==> src/rtl/forward_ctrl.sv <==
// forward_ctrl
//   Forwarding and load-use hazard control for the 4-stage EXE path.
//   A shadow pipeline (ID/EX -> EX/MEM -> MEM/WB) tracks register usage.
//   The ALU port-A and port-B forwarding selects are derived from that
//   shadow state. A one-cycle stall is requested when a load is followed
//   directly by a consumer of its result.
//
// Ports
//   clk, rst                 pipeline clock, synchronous active-high reset
//   id_rs1, id_rs2, id_rd    register fields of the instruction in ID
//   id_reg_write             ID instruction writes the register file
//   id_mem_read              ID instruction is a load
//   id_use_imm               ID instruction feeds an immediate to ALU port B
//   flush                    squash the ID instruction (branch taken)
//   fwd_a_sel, fwd_b_sel     0 regfile, 1 EX/MEM, 2 MEM/WB
//   stall                    hold PC and IF/ID this cycle
//   stall_count              saturating count of load-use stall cycles
module forward_ctrl #(
    parameter int AW = 5
) (
    input  logic          clk,
    input  logic          rst,
    input  logic [AW-1:0] id_rs1,
    input  logic [AW-1:0] id_rs2,
    input  logic [AW-1:0] id_rd,
    input  logic          id_reg_write,
    input  logic          id_mem_read,
    input  logic          id_use_imm,
    input  logic          flush,
    output logic [1:0]    fwd_a_sel,
    output logic [1:0]    fwd_b_sel,
    output logic          stall,
    output logic [15:0]   stall_count
);

    logic [AW-1:0] ex_rs1, ex_rs2, ex_rd;
    logic          ex_wr, ex_mrd, ex_imm;
    logic [AW-1:0] mem_rd;
    logic          mem_wr, mem_mrd;
    logic [AW-1:0] wb_rd;
    logic          wb_wr;

    // Shadow pipeline. EXE onward always drains; only ID/EX takes a bubble.
    always_ff @(posedge clk) begin
        if (rst) begin
            ex_rs1  <= '0;
            ex_rs2  <= '0;
            ex_rd   <= '0;
            ex_wr   <= 1'b0;
            ex_mrd  <= 1'b0;
            ex_imm  <= 1'b0;
            mem_rd  <= '0;
            mem_wr  <= 1'b0;
            mem_mrd <= 1'b0;
            wb_rd   <= '0;
            wb_wr   <= 1'b0;
        end else begin
            mem_rd  <= ex_rd;
            mem_wr  <= ex_wr;
            mem_mrd <= ex_mrd;
            wb_rd   <= mem_rd;
            wb_wr   <= mem_wr;
            if (stall || flush) begin
                ex_rs1 <= '0;
                ex_rs2 <= '0;
                ex_rd  <= '0;
                ex_wr  <= 1'b0;
                ex_mrd <= 1'b0;
                ex_imm <= 1'b0;
            end else begin
                ex_rs1 <= id_rs1;
                ex_rs2 <= id_rs2;
                ex_rd  <= id_rd;
                ex_wr  <= id_reg_write;
                ex_mrd <= id_mem_read;
                ex_imm <= id_use_imm;
            end
        end
    end

    logic mem_fwd_ok, wb_fwd_ok;

    // Register 0 is hard-wired zero and is never a forwarding source.
    always_comb begin
        mem_fwd_ok = mem_wr && (mem_rd != '0);
        wb_fwd_ok  = wb_wr && (wb_rd != '0);

        fwd_a_sel = 2'd0;
        if (mem_fwd_ok && (mem_rd == ex_rs1))
            fwd_a_sel = 2'd1;
        else if (wb_fwd_ok && (wb_rd == ex_rs1))
            fwd_a_sel = 2'd2;

        fwd_b_sel = 2'd0;
        if (!ex_imm) begin
            if (mem_fwd_ok && (mem_rd == ex_rs2))
                fwd_b_sel = 2'd1;
            else if (wb_fwd_ok && (wb_rd == ex_rs2))
                fwd_b_sel = 2'd2;
        end
    end

    // Load in EXE whose result is needed by the instruction in ID. The bubble
    // clears ex_mrd, so this drops after exactly one cycle.
    always_comb begin
        stall = ex_mrd && ex_wr && (ex_rd != '0) &&
                ((ex_rd == id_rs1) || (!id_use_imm && (ex_rd == id_rs2)));
    end

    always_ff @(posedge clk) begin
        if (rst)
            stall_count <= '0;
        else if (stall && (stall_count != '1))
            stall_count <= stall_count + 16'd1;
    end

endmodule

==> config.mk <==
export PLATFORM = sky130hd
export DESIGN_NAME = forward_ctrl
export DESIGN_NICKNAME = d
export VERILOG_FILES = /design/src/rtl/forward_ctrl.sv
export SDC_FILE = /design/constraint.sdc
export NUM_CORES = 1
export LEC_CHECK = 0
export CAP_MARGIN = 20
export CORE_MARGIN = 2
export CORE_UTILIZATION = 51
export DETAILED_ROUTE_END_ITERATION = 16
export PLACE_DENSITY = 0.79
export SLEW_MARGIN = 20
export SYNTH_ARGS = -nofsm -noshare
export SYNTH_HDL_FRONTEND = slang
export SYNTH_SLANG_ARGS = --single-unit
export TNS_END_PERCENT = 5
==> constraint.sdc <==
create_clock -name clk -period 2.1 [get_ports clk]
set_input_delay 0.42 -clock clk [delete_from_list [all_inputs] [get_ports clk]]
set_output_delay 0.42 -clock clk [all_outputs]
set_load 0.02 [all_outputs]
==> key figures <==
Status
  • Outcome: complete, but fails checks
  • Failing checks: setup timing

Placed design
  • Dpl cell area: 2820 sq um
  • Detailed placement HPWL: 3390 microns
  • Worst slack, placed: -0.650 ns
  • Placer Congestion: 0.774
  • Placed cells: between 300 and 400
  • Port bufs: just over 40

CTS
  • Clock Root Buffer: clkbuf_8
  • Num CTS Buffers: 5
  • # hold bufs at CTS: 0
  • Clk buf depth: 2
  • Total number of clock tree sinks: 46
  • H-Tree Depth: 2
  • Clk slew on worst S/H paths: 0.08 ns
  • Clk_lat worst skew: 0.30 ns
  • CTS tree: done

Pwr
  • Clock group share of total power: between 30% and 40%
  • Power Density: 572 nW/um^2
  • Worst IR Drop VDD: 435 uV
  • Psw: 0.380 mW
  • Comb pwr share: 9.6%
  • Net switching share of the total power: 22.2%
  • Sequential share of power: 52.9%
  • Pleak: 1.16 nW
  • Pint: 1.33 mW
  • Tot Pwr: 1.71 mW

Route
  • Via Count: 1812
  • DRT Wirelength: roughly 4800 microns
  • DRC errors left: 0
  • Detailed-route wire length per cell: 14.0 microns
  • Vias per cell: 5.30
  • Drt pass-1 iters: 4
  • Final ANT Viol Nets: 0
  • Initial DRC Count: 85

Timing
  • Final Cycle Share: 107%
  • Achievable clock frequency: 0.447 GHz
  • Setup ws final: -0.139 ns
  • Max-slew violation count: 0
  • Final Hold Viols: 0
  • Measured slew at the worst slew-check pin: 0.613 ns
  • Worst Clk Skew: 0.00276 ns
  • WHS: 0.492 ns
  • Setup-failing EPs final: 2
  • Slew HR: 59.0%
  • RSZ-0062 raised after global routing: yes
  • Crit path time final: 2.24 ns
  • Final setup TNS: -0.197 ns

Min path
  • Hold depth: 1
  • Min-delay worst type: reg -> reg

Synth
  • Synth top area cells: dfxtp_1 42%, xnor2_1 8.5%, nor2b_1 6.6%, and2_1 5.5%, mux2_1 3.6%
  • Share of the synthesized area in the top cell type: 42.4%
  • Post-synth EDFFs: 0
  • Syn Nets: 249
  • Synth unique cells: 39
  • Seq/Total Area, Yosys: 42.4%
  • Syn avg cell area: 9.57 sq um
  • Synth top cells by count: 46 x dfxtp_1, 23 x nor2b_1, 21 x xnor2_1, 19 x and2_1, 14 x nor2_1
  • Ys async rst share: 0%
  • Synthesized area: about 2200 sq um
  • #FFs+latches synth: 46
  • Synth warn: 0
  • Most frequent cell after synthesis: dfxtp_1
  • Syn Inst Count: 227
  • Main synth FF type: dfxtp_1
  • Yosys top cell by area: dfxtp_1

Global route
  • Vias in the first global route: 1695
  • Total gr overflow: 0
  • First-pass GRT wire length: 7890 microns
  • GRT Util Overall: 20.1%
  • Pin count of the biggest net entering global routing: 40
  • Antenna violations before repair: 0

Critical path
  • Reg2Reg Setup Slack: 0.11 ns
  • Arrival time at the worst endpoint: 1.82 ns
  • CP Max Fanout: 2
  • Crit end category: primary output
  • FF-to-FF path depth: 6
  • Worst setup SP type: flop
  • CP Data Required Time: 1.68 ns
  • WS Path Type: reg -> out

Floorplan
  • Starting density of the core: 53.6%
  • IO Count: 42
  • Std cell rows: 23
  • Die X: about 70 microns
  • DIE AREA: 4800 sq um
  • Core area: around 4000 sq um
  • Die height: 69.3 microns

Flow run
  • Maximum Capacitance Violations: 0

Finish
  • Area grow syn2layout: 37.8%
  • Fill cell count: between 200 and 300
  • Layout net count: roughly 310
  • Multi-input logic area: 1270 sq um
  • Util after Layout: 73.8%
  • Ant diodes: 0
  • Register area: 922 sq um
  • Share of layout cells above drive strength 1: 21.2%
  • Final cell count without fillers: 342
  • Fin area: 3000 sq um
## flip-flops by register name, summed over array words and instances, names as in the netlist
register / flops
ex_imm: 1
ex_mrd: 1
ex_rd: 5
ex_rs1: 5
ex_rs2: 5
ex_wr: 1
mem_rd: 5
mem_wr: 1
stall_count: 16
wb_rd: 5
wb_wr: 1
## cells in the final DEF, fill, tap and decap left out, types with 2 or more instances in the layout
| cell | instances |
|---|---|
| dfxtp_1 | 45 |
| clkdlybuf4s50_1 | 32 |
| buf_4 | 26 |
| nor2b_1 | 22 |
| xnor2_1 | 21 |
| and2_1 | 19 |
| nor2_1 | 14 |
| nand2_1 | 8 |
| xor2_1 | 8 |
| nand3_1 | 7 |
| nand4_1 | 7 |
| mux2_1 | 7 |
| nor4_2 | 5 |
| clkbuf_8 | 5 |
| nor4_1 | 4 |
| or3_1 | 4 |
| a21oi_1 | 4 |
| dlygate4sd2_1 | 4 |
| buf_6 | 4 |
| or4_1 | 3 |
| and4_1 | 3 |
| o21ai_0 | 3 |
| mux2_2 | 3 |
| or4_4 | 2 |
| o21ai_2 | 2 |
| nor4_4 | 2 |
| and3_1 | 2 |
| or2_2 | 2 |
| o41ai_1 | 2 |
| clkinv_2 | 2 |
## what timing repair did
item | CTS | global route
buffers inserted | 0 | 0
endpoints found under the setup margin | 18 | 17
pin swaps | 4 | 2
resized for setup | 31 | 14
## worst paths after layout
kind,to,from
min,wb_wr,mem_wr
min reg2reg,wb_wr,mem_wr
max,fwd_a_sel[1],wb_rd[2]
max reg2reg,stall_count[9],ex_rd[2]
## worst max-delay path, stage by stage, from the launching register on
cell and delay [ns]:
dfxtp_2 0.33, buf_6 0.12, xor2_2 0.13, or4_4 0.49
nor4_4 0.27, buf_4 0.18
## cell families after synthesis
group,count (synthesis),share of synthesized area (%)
DFF,46,42.4
buffers and inverters,12,3.17
adders and majority gates,1,0.576
AOI/OAI and AO/OA,19,6.33
xor gates and xnor gates,30,12.1
and+or+nand+nor,109,30.3
muxes,10,5.18
## power by group through the flow
stage,combinational (mW),clock (mW),sequential [mW]
2_1_floorplan,0.0831,0,0.925
3_3_place_gp,0.155,0,0.925
3_5_place_dp,0.159,0,0.926
4_1_cts,0.159,0.657,0.906
5_1_grt,0.180,0.697,0.910
6_report,0.164,0.642,0.907
## metal layers
layer  GRT usage (%)  up-vias  wire, microns
met5               0        -              0
met3            5.09        4            165
li1                -      920              -
met4            5.01        0             39
met1            26.4      851           2290
met2            33.2       37           2270
## area by class of cell
class	instances	share of cell area [%]
timing repair buffer	68	20.9
inverter	1	0.125
multi-input combinational	169	42.5
clock buffer	5	2.30
sequential	46	30.8
tap	50	2.09
clock inverter	3	1.34
Note: power is estimated with default switching activity, not from simulation.
